--- config.mk ---
export PLATFORM = sky130hd
export DESIGN_NAME = cam_capture_ctrl_flat
export DESIGN_NICKNAME = d
export VERILOG_FILES = /design/src/rtl/cam_capture_ctrl_if.sv /design/src/rtl/cam_capture_ctrl.sv /design/src/flat_wrapper.sv
export SDC_FILE = /design/constraint.sdc
export NUM_CORES = 1
export LEC_CHECK = 0
export ABC_AREA = 1
export BUFFER_PORTS_ARGS = -buffer_cell sky130_fd_sc_hd__buf_4
export CAP_MARGIN = 20
export CORE_UTILIZATION = 40
export CTS_CLUSTER_SIZE = 10
export DETAILED_ROUTE_END_ITERATION = 6
export PLACE_DENSITY = 0.69
export SLEW_MARGIN = 25
export SYNTH_ARGS = -nofsm -noshare
export SYNTH_HDL_FRONTEND = slang
export SYNTH_SLANG_ARGS = --single-unit
--- constraint.sdc ---
create_clock -name clk -period 2.65 [get_ports clk]
set_input_delay 0.1325 -clock clk [delete_from_list [all_inputs] [get_ports clk]]
set_output_delay 0.1325 -clock clk [all_outputs]
set_load 0.01 [all_outputs]
--- src/rtl/cam_capture_ctrl_if.sv ---
// rtl/cam_capture_ctrl_if.sv - camera byte stream and frame-buffer write port
interface cam_capture_ctrl_if #(
   parameter int AW = 15,
   parameter int DW = 8
);
   logic          vsync;
   logic          href;
   logic [7:0]    px_data;
   logic [AW-1:0] addr_in;
   logic [DW-1:0] data_in;
   logic          regwrite;

   modport master (
      input  vsync, href, px_data,
      output addr_in, data_in, regwrite
   );

   modport slave (
      output vsync, href, px_data,
      input  addr_in, data_in, regwrite
   );
endinterface

--- src/rtl/cam_capture_ctrl.sv ---
// rtl/cam_capture_ctrl.sv - OV7670 RGB565 capture into an RGB332 frame buffer
module cam_capture_ctrl #(
   parameter int AW = 15,
   parameter int DW = 8,
   parameter int H  = 160,
   parameter int V  = 120
) (
   input  logic                clk,
   input  logic                rst_n,
   input  logic                start,
   input  logic                cont,
   input  logic                stop,
   cam_capture_ctrl_if.master  bus,
   output logic                busy,
   output logic                frame_done,
   output logic                err
);
   localparam int CW = $clog2(H + 1);
   localparam int RW = $clog2(V + 1);

   typedef enum logic [1:0] {
      S_IDLE    = 2'd0,
      S_WAIT_VS = 2'd1,
      S_CAPTURE = 2'd2
   } state_t;

   state_t          state_q, state_d;
   logic            vs_q, vs_d;
   logic            hr_q, hr_d;
   logic            mode_q, mode_d;
   logic            stop_pend_q, stop_pend_d;
   logic            phase_q, phase_d;
   logic [5:0]      b1_q, b1_d;
   logic [CW-1:0]   col_q, col_d;
   logic [RW-1:0]   row_q, row_d;
   logic [AW-1:0]   row_base_q, row_base_d;
   logic [AW-1:0]   addr_q, addr_d;
   logic [DW-1:0]   data_q, data_d;
   logic            regwrite_q, regwrite_d;
   logic            busy_q, busy_d;
   logic            frame_done_q, frame_done_d;
   logic            err_q, err_d;

   logic vs_fall, vs_rise, hr_fall;

   assign vs_fall = vs_q & ~bus.vsync;
   assign vs_rise = ~vs_q & bus.vsync;
   assign hr_fall = hr_q & ~bus.href;

   always_ff @(posedge clk or negedge rst_n) begin
      if (!rst_n) begin
         state_q      <= S_IDLE;
         vs_q         <= 1'b0;
         hr_q         <= 1'b0;
         mode_q       <= 1'b0;
         stop_pend_q  <= 1'b0;
         phase_q      <= 1'b0;
         b1_q         <= '0;
         col_q        <= '0;
         row_q        <= '0;
         row_base_q   <= '0;
         addr_q       <= '0;
         data_q       <= '0;
         regwrite_q   <= 1'b0;
         busy_q       <= 1'b0;
         frame_done_q <= 1'b0;
         err_q        <= 1'b0;
      end else begin
         state_q      <= state_d;
         vs_q         <= vs_d;
         hr_q         <= hr_d;
         mode_q       <= mode_d;
         stop_pend_q  <= stop_pend_d;
         phase_q      <= phase_d;
         b1_q         <= b1_d;
         col_q        <= col_d;
         row_q        <= row_d;
         row_base_q   <= row_base_d;
         addr_q       <= addr_d;
         data_q       <= data_d;
         regwrite_q   <= regwrite_d;
         busy_q       <= busy_d;
         frame_done_q <= frame_done_d;
         err_q        <= err_d;
      end
   end

   // A stop arriving in the same cycle as the frame end still ends continuous mode.
   always_comb begin
      state_d = state_q;
      case (state_q)
         S_IDLE: begin
            if (start) state_d = S_WAIT_VS;
         end
         S_WAIT_VS: begin
            if (vs_fall) state_d = S_CAPTURE;
         end
         S_CAPTURE: begin
            if (vs_rise) begin
               if (mode_q && !(stop_pend_q || stop)) state_d = S_WAIT_VS;
               else                                   state_d = S_IDLE;
            end
         end
         default: state_d = S_IDLE;
      endcase
   end

   always_comb begin
      vs_d         = bus.vsync;
      hr_d         = bus.href;
      mode_d       = mode_q;
      stop_pend_d  = stop_pend_q;
      phase_d      = phase_q;
      b1_d         = b1_q;
      col_d        = col_q;
      row_d        = row_q;
      row_base_d   = row_base_q;
      addr_d       = addr_q;
      data_d       = data_q;
      regwrite_d   = 1'b0;
      frame_done_d = 1'b0;
      err_d        = err_q;

      if (state_q != S_IDLE && stop) stop_pend_d = 1'b1;

      case (state_q)
         S_IDLE: begin
            if (start) begin
               mode_d = cont;
               err_d  = 1'b0;
            end
         end
         S_WAIT_VS: begin
            if (vs_fall) begin
               row_d      = '0;
               col_d      = '0;
               row_base_d = '0;
               phase_d    = 1'b0;
            end
         end
         S_CAPTURE: begin
            if (bus.href) begin
               if (!phase_q) begin
                  b1_d    = {bus.px_data[7:5], bus.px_data[2:0]};
                  phase_d = 1'b1;
               end else begin
                  phase_d = 1'b0;
                  if (col_q < CW'(H) && row_q < RW'(V)) begin
                     data_d     = DW'({b1_q, bus.px_data[4:3]});
                     addr_d     = row_base_q + AW'(col_q);
                     regwrite_d = 1'b1;
                     col_d      = col_q + CW'(1);
                  end else begin
                     err_d = 1'b1;
                  end
               end
            end
            if (hr_fall) begin
               if (col_q != CW'(H) || phase_q) err_d = 1'b1;
               if (row_q < RW'(V)) begin
                  row_d      = row_q + RW'(1);
                  row_base_d = row_base_q + AW'(H);
               end
               col_d   = '0;
               phase_d = 1'b0;
            end
            // row_d already includes a line that ends in this same cycle.
            if (vs_rise) begin
               if (row_d != RW'(V)) err_d = 1'b1;
               frame_done_d = 1'b1;
            end
         end
         default: ;
      endcase

      if (state_d == S_IDLE) stop_pend_d = 1'b0;
      busy_d = (state_d != S_IDLE);
   end

   assign bus.addr_in  = addr_q;
   assign bus.data_in  = data_q;
   assign bus.regwrite = regwrite_q;
   assign busy         = busy_q;
   assign frame_done   = frame_done_q;
   assign err          = err_q;
endmodule

--- src/flat_wrapper.sv ---
// flat-port wrapper written by rule: the top's interface ports become plain ports
module cam_capture_ctrl_flat 
#(
   parameter int AW = 15,
   parameter int DW = 8,
   parameter int H  = 160,
   parameter int V  = 120
)
  (clk, rst_n, start, cont, stop, busy, frame_done, err, bus_vsync, bus_href, bus_px_data, bus_addr_in, bus_data_in, bus_regwrite);
  cam_capture_ctrl_if #(.AW(AW), .DW(DW)) bus_i ();
  input  logic clk;
  input  logic rst_n;
  input  logic start;
  input  logic cont;
  input  logic stop;
  output logic busy;
  output logic frame_done;
  output logic err;
  input wire logic [$bits(bus_i.vsync)-1:0] bus_vsync;
  input wire logic [$bits(bus_i.href)-1:0] bus_href;
  input wire logic [$bits(bus_i.px_data)-1:0] bus_px_data;
  output wire logic [$bits(bus_i.addr_in)-1:0] bus_addr_in;
  output wire logic [$bits(bus_i.data_in)-1:0] bus_data_in;
  output wire logic [$bits(bus_i.regwrite)-1:0] bus_regwrite;
  assign bus_i.vsync = bus_vsync;
  assign bus_i.href = bus_href;
  assign bus_i.px_data = bus_px_data;
  assign bus_addr_in = bus_i.addr_in;
  assign bus_data_in = bus_i.data_in;
  assign bus_regwrite = bus_i.regwrite;
  cam_capture_ctrl #(.AW(AW), .DW(DW), .H(H), .V(V)) u_core (.clk(clk), .rst_n(rst_n), .start(start), .cont(cont), .stop(stop), .bus(bus_i), .busy(busy), .frame_done(frame_done), .err(err));
endmodule
==> reports/metrics.cfg, run 1 <==
[place]
dp_hpwl_um=5021
pre_cts_ws_ns=0.4664
gp_congestion=0.8847
io_buffer_count=41

[sta]
hold_viol_final=0
maxSlewHeadroom_pct=45.38
rsz0062_at_grt=no
tns_ns=0
final.setup.worst_slack_ns=0.4375
clock_skew_ns=0.006372
holdWs_ns=0.01638
fmax_mhz=452.0
min_period_ns=2.212
final_max_slew_viol_count=0
worst_pin_slew_ns=0.8192
setup_violations=0
post-route-period-util_pct=83.49

[route]
drt_pre_antenna_iters=4
post-route-drc-count=0
drt_iter0_drc=196
wl_um=6963
ant_nets=0
route.vias.total=2792
wl_per_cell_um=12.39
viasPerCell=4.968

[synth]
synth_flop_cell=dfrtp_1
synth.largest_area_cell=dfrtp_1
yosysSeqAreaShare_pct=49.22
synthCells=403
synth_commonest_cells=nand2_1, dfrtp_1, inv_1
synth_seq_cells=65
synthArstFlopShare_pct=100.0
syn_avg_cell_area_sq_um=8.200
yosysWarningCount=0
yosysTopAreaCellShare_pct=49.22
syn_nets=430
synth_area_leaders=dfrtp_1, nand2_1, inv_1, ha_1, o21ai_0
synth_most_common_cell=nand2_1
synth_cell_types=36
syn_area_sq_mm=0.003304
synth_edf_count=0

[critical_path]
start_kind=flop
path_cells=inv_1 > ha_1 > inv_2 > or2_4 > nand2_4 > a21boi_2 > nand2_2 > clkinv_2 > nand2_1 > o21ai_0 > a21oi_1
cp_max_fo=8
cp_slowest_cell=dfrtp_1
crit_type=flop to flop
worst_ep_required_time_ns=2.87
cp_data_arrival_time_ns=2.43
slowest_delay_ns=0.41
critPathCaptureType=flop

[grt]
antenna_found_initial=0
grt_usage_pct=17.96
grt_pass1_vias=2675
met3_usage_pct=5.255
use_met2_pct=28.55
grt_remaining_overflow=0
grt_max_degree=66
busiest_layer=met2
grt_pass1_wl_um=12110
grtUsageMet1_pct=23.27

[floorplan]
core-area_sq_mm=0.007848
ios=42
die_w_um=92.89
rows=32
die_h_um=92.89
initial_core_util_pct=42.11
die_area_sq_mm=0.008629

[cells_and_area]
fin_nets=482
areaGrowthSynthToFinish_pct=20.22
fillers=746
diodes=0
layout-drive-gt1-share_pct=16.52
utilization_pct=50.62

[clock_network]
insertion_delay_ns=0.35
cts.sinks=65
path_clk_slew_ns=0.07
cts_root_buf=clkbuf_8
hold_buffers=5
cts_tree=done
numCtsBuffers=9
cts_max_level=3
cts_resized=0
clk_path_buf_depth=2
post_cts_buffers=0

[power]
leakagePower_uw=0.001935
power_density_mw_per_mm2=864.1
peakVddDrop_mv=0.4097

[hold_path]
holdCritPathClass=primary input to flop

[run]
drv_cap=0

[outcome]
status=completed

-- cell families after synthesis --
group	share of synthesized area, %
compound gates	12.19
xor+xnor	1.855
fa+ha+maj	4.544
buf+inv	7.118
flops	49.22
mux	1.022
other cells	0.1135
simple gates	23.93
-- worst max-delay path, delay by kind of cell, from the launching register on --
kind | cells | cell delay (ns)
AND/OR/NAND/NOR | 4 | 0.54
buffers and inverters | 3 | 0.31
adder cells (fa/ha/maj) | 1 | 0.31
flip-flops | 1 | 0.41
AO/OA/AOI/OAI | 3 | 0.53
-- per-layer routing --
metal,vias to the layer above,routed length (um)
met5,-,0
met4,0,100
met3,11,353
met2,75,3177
met1,1291,3331
li1,1415,-
-- registers in the layout, indices dropped and copies added (netlist names) --
signal	count
u_core.err	1
u_core.phase_q	1
u_core.mode_q	1
u_core.busy	1
u_core.bus.addr_in	15
u_core.state_q	2
u_core.stop_pend_q	1
u_core.row_base_q	10
u_core.row_q	7
u_core.vs_q	1
u_core.hr_q	1
u_core.col_q	8
u_core.bus.regwrite	1
u_core.bus.data_in	8
u_core.frame_done	1
u_core.b1_q	6
-- final cells by class --
type                            count  area, sq um  area share (%)
Sequential cell                    65         1627           40.94
Multi-Input combinational cell    277         1443           36.31
Timing Repair Buffer               47        365.4           9.197
Inverter                           55        207.7           5.228
Tap cell                          102        127.6           3.213
Clock buffer                        9        123.9           3.118
Clock inverter                      7        78.83           1.984
-- power breakdown --
group / switching (uW) / internal (uW)
Sequential: 201 / 1250
Clock: 418 / 444
Combinational: 670 / 450
Total: 1290 / 2140
-- placed cells by master (no fill, tap or decap), types with 2 or more instances in the layout --
master / Yosys / routed
a21oi_1: 22 / 22
a31oi_1: 7 / 7
buf_4: 0 / 42
clkbuf_8: 0 / 9
clkinv_2: 1 / 2
clkinv_4: 0 / 3
dfrtp_1: 65 / 65
dlygate4sd3_1: 0 / 5
ha_1: 12 / 12
inv_1: 51 / 51
inv_2: 3 / 3
inv_6: 0 / 2
mux2_2: 3 / 3
nand2_1: 99 / 99
nand3_1: 21 / 21
nand3_2: 2 / 2
nand4_1: 4 / 4
nor2_1: 36 / 36
nor2_4: 2 / 2
nor3_1: 9 / 9
nor4_1: 2 / 2
o21ai_0: 30 / 30
o22ai_1: 5 / 5
o31ai_1: 3 / 3
xnor2_1: 2 / 2
xor2_1: 5 / 5
-- stage by stage --
stage,power (uW),cell area (sq um),instances
3_3_place_gp,2538,3720,541
5_1_grt,3697,3973,562
3_5_place_dp,2581,3720,541
2_1_floorplan,2171,3304,403
4_1_cts,3463,3973,562
6_report,3433,3973,562
-- final timing paths --
check                                   from                     to  slack (ns)  cells after the start
hold / removal                          cont          u_core.mode_q        0.02                      2
setup reg to reg           u_core.state_q[0]  u_core.row_base_q[10]        0.44                     11
setup / recovery           u_core.state_q[0]  u_core.row_base_q[10]        0.44                     11
min in group asynchronous              rst_n  u_core.bus.data_in[6]        0.42                      2
max in group asynchronous              rst_n        u_core.row_q[1]        1.69                      2
hold reg to reg               u_core.b1_q[3]  u_core.bus.data_in[5]        0.47                      2
(Power assumes the default switching activity.)
==> inputs of run 2 (changes only) <==
PLACE_DENSITY = 0.71   (was 0.69)
clock period = 2 ns   (was 2.65 ns; I/O delays follow)
==> run 2 against run 1 <==
  * Setup slack got worse by 0.32 ns
  * Global-route usage increased by 0.15 points
  * Highest routed layer unchanged
  * Final area increased by 2.6%
  * Critical path type unchanged
  * Via count increased by 3.2%
  * Cell count increased by 1.2%
  * First-iteration DRC count decreased by 31%
  * Clock skew increased by 0.00076 ns
  * Sequential share of layout area decreased by 1.1 points
  * Die area unchanged
  * Wire length increased by 1.5%
  * Clock-buffer cell count unchanged
  * Utilization increased by 1.3 points
==> reports/metrics.cfg, run 2 (synthesis results as in run 1) <==
[outcome]
status=completed

[sta]
maxSlewHeadroom_pct=45.81  ; +0.42 points
fmax_mhz=531.7  ; +18%
post-route-period-util_pct=94.05  ; +11 points
tns_ns=0  ; unchanged
worst_pin_slew_ns=0.8129  ; -0.006365 ns
min_period_ns=1.881  ; -0.3316 ns
final.setup.worst_slack_ns=0.1191  ; -0.3184 ns
setup_violations=0  ; unchanged
hold_viol_final=0  ; unchanged
holdWs_ns=0.009970  ; -0.006414 ns
final_max_slew_viol_count=0  ; unchanged
clock_skew_ns=0.007132  ; +0.0007598 ns

[grt]
grt_usage_pct=18.11  ; +0.15 points
grt_pass1_vias=2751  ; +2.8%
grt_max_degree=66  ; unchanged
grt_pass1_wl_um=12140  ; +0.23%
grt_remaining_overflow=0  ; unchanged
antenna_found_initial=0  ; unchanged

[critical_path]
crit_cells=10  ; -1
worst_ep_required_time_ns=2.23  ; -0.64 ns
reg2regPathDepth=10  ; -1
start_kind=flop
rr_endpoint=u_core.row_base_q[11]
cp_slowest_cell=dfrtp_1
cp_data_arrival_time_ns=2.12  ; -0.31 ns
critPathBufInv=2  ; -1
crit_start=u_core.state_q[0]
crit_type=flop to flop
cp_max_fo=8  ; unchanged
critPathCaptureType=flop
r2r_slack_ns=0.12  ; -0.32 ns
cpMostUsedCell=inv_2
rr_startpoint=u_core.state_q[0]
path_cells=inv_2 > ha_2 > inv_2 > or2_4 > nand2_4 > a21boi_4 > nand3_2 > nor2_2 > xor2_1 > nor2_1
slowest_delay_ns=0.41  ; about the same
crit_family=simple AND/OR/NAND/NOR gates

[route]
viasPerCell=5.063  ; +1.9%
post-route-drc-count=0  ; unchanged
route.vias.total=2881  ; +3.2%
wl_per_cell_um=12.42  ; +0.25%
drt_iter0_drc=136  ; -31%
ant_nets=0  ; unchanged
wl_um=7067  ; +1.5%
drt_pre_antenna_iters=6  ; +2

[floorplan]
core-area_sq_mm=0.007848  ; unchanged
die_w_um=92.89  ; unchanged
die_h_um=92.89  ; unchanged
rows=32  ; unchanged
die_area_sq_mm=0.008629  ; unchanged
initial_core_util_pct=42.11  ; unchanged
ios=42  ; unchanged

[power]
peakVddDrop_mv=0.5061  ; +24%
power_density_mw_per_mm2=1157  ; +34%
leakagePower_uw=0.001969  ; +1.8%

[place]
pre_cts_ws_ns=0.04948  ; -0.4169 ns
gp_congestion=0.8351  ; -5.6%
dp_hpwl_um=5038  ; +0.33%
io_buffer_count=41  ; unchanged

[cells_and_area]
diodes=0  ; unchanged
largest_register_ff_count=15  ; unchanged
layout-drive-gt1-share_pct=18.63  ; +2.1 points
fin_nets=489  ; +1.5%
layout_commonest_cell=nand2_1
areaGrowthSynthToFinish_pct=23.40
utilization_pct=51.96  ; +1.3 points
layout_common_cells=nand2_1, dfrtp_1, inv_1

[hold_path]
hold_path.startpoint=bus_px_data[6]
holdCritPathClass=primary input to flop
min_to=u_core.b1_q[4]
min_path_cells=3  ; +1

[clock_network]
insertion_delay_ns=0.35  ; about the same
cts_tree=done
cts_max_level=3  ; unchanged
numCtsBuffers=9  ; unchanged
cts_root_buf=clkbuf_8
path_clk_slew_ns=0.08  ; about the same
cts.sinks=65  ; unchanged
clk_path_buf_depth=2  ; unchanged

[run]
drv_cap=0  ; unchanged

[run 2: per-layer routing]
metal / GRT usage (%) / wire [um]
met1: 23.08 / 3277
met2: 28.80 / 3212
met3: 5.501 / 457
met4: 6.923 / 120
met5: 0 / 0
[run 2: layout make-up]
type                            count  area, sq um
Sequential cell                    65         1627
Multi-Input combinational cell    277         1473
Timing Repair Buffer               54        425.4
Inverter                           55        207.7
Clock buffer                        9        123.9
Tap cell                          102        127.6
Clock inverter                      7        93.84
Fill cell                         722         3770
[run 2: how the worst max path moves through the flow]
stage	endpoint	slack (ns)
2_1_floorplan	u_core.row_base_q[11]	0.12
3_3_place_gp	u_core.row_base_q[11]	0.13
3_5_place_dp	u_core.col_q[4]	0.05
4_1_cts	u_core.col_q[4]	0.02
5_1_grt	u_core.col_q[4]	-0.01
6_report	u_core.row_base_q[11]	0.12
[run 2: where the power goes]
part / leakage (uW) / switching, uW / total [uW] / internal [uW]
Clock: 0.000106 / 544 / 1240 / 701
Combinational: 0.000997 / 917 / 1550 / 636
Sequential: 0.000866 / 262 / 1920 / 1660
[run 2: worst min-delay path: cells and delay by family]
family,cells,cell delay (ns)
buf+inv,1,0.08
simple gates,1,0.03
compound gates,1,0.11
[run 2: what timing repair did]
action / in CTS / in global routing
hold buffers: 8 / 0
gates resized for setup: 0 / 8
endpoints found under the setup margin: 0 / 12
buffers inserted: 0 / 1
hold endpoints to repair: 72 / 0
[run 2: metrics by stage]
stage	cell area, sq um	power, uW	cells
floorplan	3304	2877	403
global placement	3742	3369	544
detailed placement	3742	3429	544
CTS	4040	4695	568
global route	4078	5056	569
finish	4078	4716	569
==> inputs of run 3 (changes only) <==
--- a/config.mk
+++ b/config.mk
@@ -13,2 +13,3 @@
 export DETAILED_ROUTE_END_ITERATION = 6
+export GPL_TIMING_DRIVEN = 0
 export PLACE_DENSITY = 0.71
==> constraint.sdc (replaced) <==
create_clock -name clk -period 2 [get_ports clk]
set_input_delay 0.2 -clock clk [delete_from_list [all_inputs] [get_ports clk]]
set_output_delay 0.2 -clock clk [all_outputs]
set_load 0.01 [all_outputs]
==> run 3 against run 2 <==
  * Die area is the same
  * Global-route usage about the same
  * Sequential share of layout area about the same
  * Wire length grew 3.6%
  * Final area up 0.12%
  * Clock power down 5%
  * Total power about the same
  * Non-clock buffer count up 2
  * Cell count increased by 0.35%
  * Utilization increased by 0.064 points
  * Clock skew increased by 0.0038 ns
  * Register-to-register slack got worse by 0.04 ns
  * Critical path type unchanged
  * Largest power group unchanged
==> reports/metrics.cfg, run 3 (synthesis results as in run 1) <==
[outcome]
status=completed

[critical_path]
critPathBufInv=1  ; -1
worst_ep_required_time_ns=2.23  ; about the same
reg2regPathDepth=9  ; -1
critPathCaptureType=flop
cp_max_fo=4  ; -4
start_kind=flop
path_cells=inv_1 > ha_2 > or2_4 > nand2_4 > a21boi_4 > nand3_2 > nor2_2 > xor2_1 > nor2_1
slowest_delay_ns=0.42  ; about the same
cp_slowest_cell=dfrtp_1
cp_data_arrival_time_ns=2.15  ; +0.03 ns
crit_family=simple AND/OR/NAND/NOR gates
crit_type=flop to flop
crit_cells=9  ; -1

[sta]
clock_skew_ns=0.01093  ; +0.003801 ns
hold_viol_final=0  ; unchanged
maxSlewHeadroom_pct=44.84  ; -0.96 points
tns_ns=0  ; unchanged
holdWs_ns=0.03699  ; +0.02702 ns
min_period_ns=1.924  ; +0.04320 ns
fmax_mhz=519.7  ; -2.2%
final.setup.worst_slack_ns=0.07590  ; -0.04320 ns
final_max_slew_viol_count=0  ; unchanged
post-route-period-util_pct=96.20  ; +2.2 points
setup_violations=0  ; unchanged
worst_pin_slew_ns=0.8273  ; +0.01447 ns

[grt]
antenna_found_initial=0  ; unchanged
grt_remaining_overflow=0  ; unchanged
grt_max_degree=66  ; unchanged
grt_pass1_wl_um=12290  ; +1.2%
grt_pass1_vias=2656  ; -3.5%
grt_usage_pct=18.16  ; +0.049 points

[route]
drt_iter0_drc=143  ; +5.1%
route.vias.total=2897  ; +0.56%
drt_pre_antenna_iters=4  ; -2
viasPerCell=5.074  ; +0.20%
wl_per_cell_um=12.82  ; +3.2%
ant_nets=0  ; unchanged
wl_um=7318  ; +3.6%
post-route-drc-count=0  ; unchanged

[place]
io_buffer_count=41  ; unchanged
placed_cell_area_sq_mm=0.003740  ; about the same
pre_cts_ws_ns=-0.2044  ; -0.2539 ns
gp_congestion=0.8390  ; +0.47%
placed_cells=546  ; +0.37%
dp_hpwl_um=5161  ; +2.4%

[clock_network]
cts_root_buf=clkbuf_8
path_clk_slew_ns=0.08  ; about the same
cts_max_level=3  ; unchanged
insertion_delay_ns=0.35  ; about the same
cts_tree=done
clk_path_buf_depth=2  ; unchanged
numCtsBuffers=9  ; unchanged
cts.sinks=65  ; unchanged

[cells_and_area]
fin_nets=491  ; +0.41%
largest_register_ff_count=15  ; unchanged
fillers=748  ; +3.6%
areaGrowthSynthToFinish_pct=23.55
layout_commonest_cell=nand2_1
diodes=0  ; unchanged
post-route-cell-area_sq_mm=0.004083  ; +0.12%
layout-drive-gt1-share_pct=20.47  ; +1.8 points
final_cells=571  ; +0.35%
layout_common_cells=nand2_1, dfrtp_1, inv_1

[floorplan]
die_area_sq_mm=0.008629  ; unchanged
initial_core_util_pct=42.11  ; unchanged
die_w_um=92.89  ; unchanged
ios=42  ; unchanged
die_h_um=92.89  ; unchanged
core-area_sq_mm=0.007848  ; unchanged
rows=32  ; unchanged

[power]
peakVddDrop_mv=0.6206  ; +23%
power_density_mw_per_mm2=1154  ; -0.19%
leakagePower_uw=0.001990  ; +1.1%

[run]
drv_cap=0  ; unchanged

[hold_path]
holdCritPathClass=primary input to flop
min_path_cells=1  ; -2

## run 3: changes by cell type in the layout (fill, tap and decap cells not counted), moves of 2 or more
cell	before	now
buf_2	0	4
buf_4	46	48
clkbuf_1	0	2
clkbuf_8	9	11
clkinvlp_4	2	0
dlygate4sd3_1	8	2
## run 3: final cells by class
class | count | area (sq um) | area share (%)
clock inverter | 5 | 61.31 | 1.502
tap | 102 | 127.6 | 3.126
clock buffer | 11 | 151.4 | 3.708
sequential | 65 | 1627 | 39.84
buffer | 6 | 27.53 | 0.6742
inverter | 55 | 207.7 | 5.087
multi-input combinational | 277 | 1500 | 36.75
timing repair buffer | 50 | 380.4 | 9.317
## run 3: final timing paths
check,from,endpoint,slack [ns]
min in group asynchronous,rst_n,u_core.bus.data_in[6],0.49
setup / recovery,u_core.state_q[1],u_core.row_base_q[11],0.08
hold reg to reg,u_core.bus.addr_in[5],u_core.bus.addr_in[5],0.48
setup reg to reg,u_core.state_q[1],u_core.row_base_q[11],0.08
max in group asynchronous,rst_n,u_core.bus.addr_in[14],0.97
hold / removal,bus_href,u_core.hr_q,0.04
## run 3: per-layer routing
metal,global-route usage (%),vias to the layer above,part of all wire [%]
li1,-,1441,-
met1,22.78,1369,45
met2,30.45,74,48
met3,5.090,13,5.7
met4,5.256,0,1.2
met5,0,-,0
## run 3: per-stage QoR
| step | total power (uW) | util [%] |
|---|---|---|
| global route | 5053 | 52.02 |
| floorplan | 2877 | - |
| finish | 4713 | 52.02 |
| CTS | 4662 | 51.07 |
| global placement | 3372 | 47.66 |
| detailed placement | 3419 | 47.66 |
## run 3: power breakdown
group / internal (uW) / leakage, uW / switching (uW)
Sequential: 1660 / 0.000866 / 255
Combinational: 674 / 0.00101 / 951
Clock: 652 / 0.000110 / 524
Total: 2980 / 0.00199 / 1730
## run 3: repair_timing
item / CTS / global route
gates resized for setup: 7 / 7
hold endpoints to repair: 66 / 0
endpoints found under the setup margin: 13 / 20
pin swaps: 0 / 4
hold buffers: 2 / 0
buffers inserted: 0 / 7
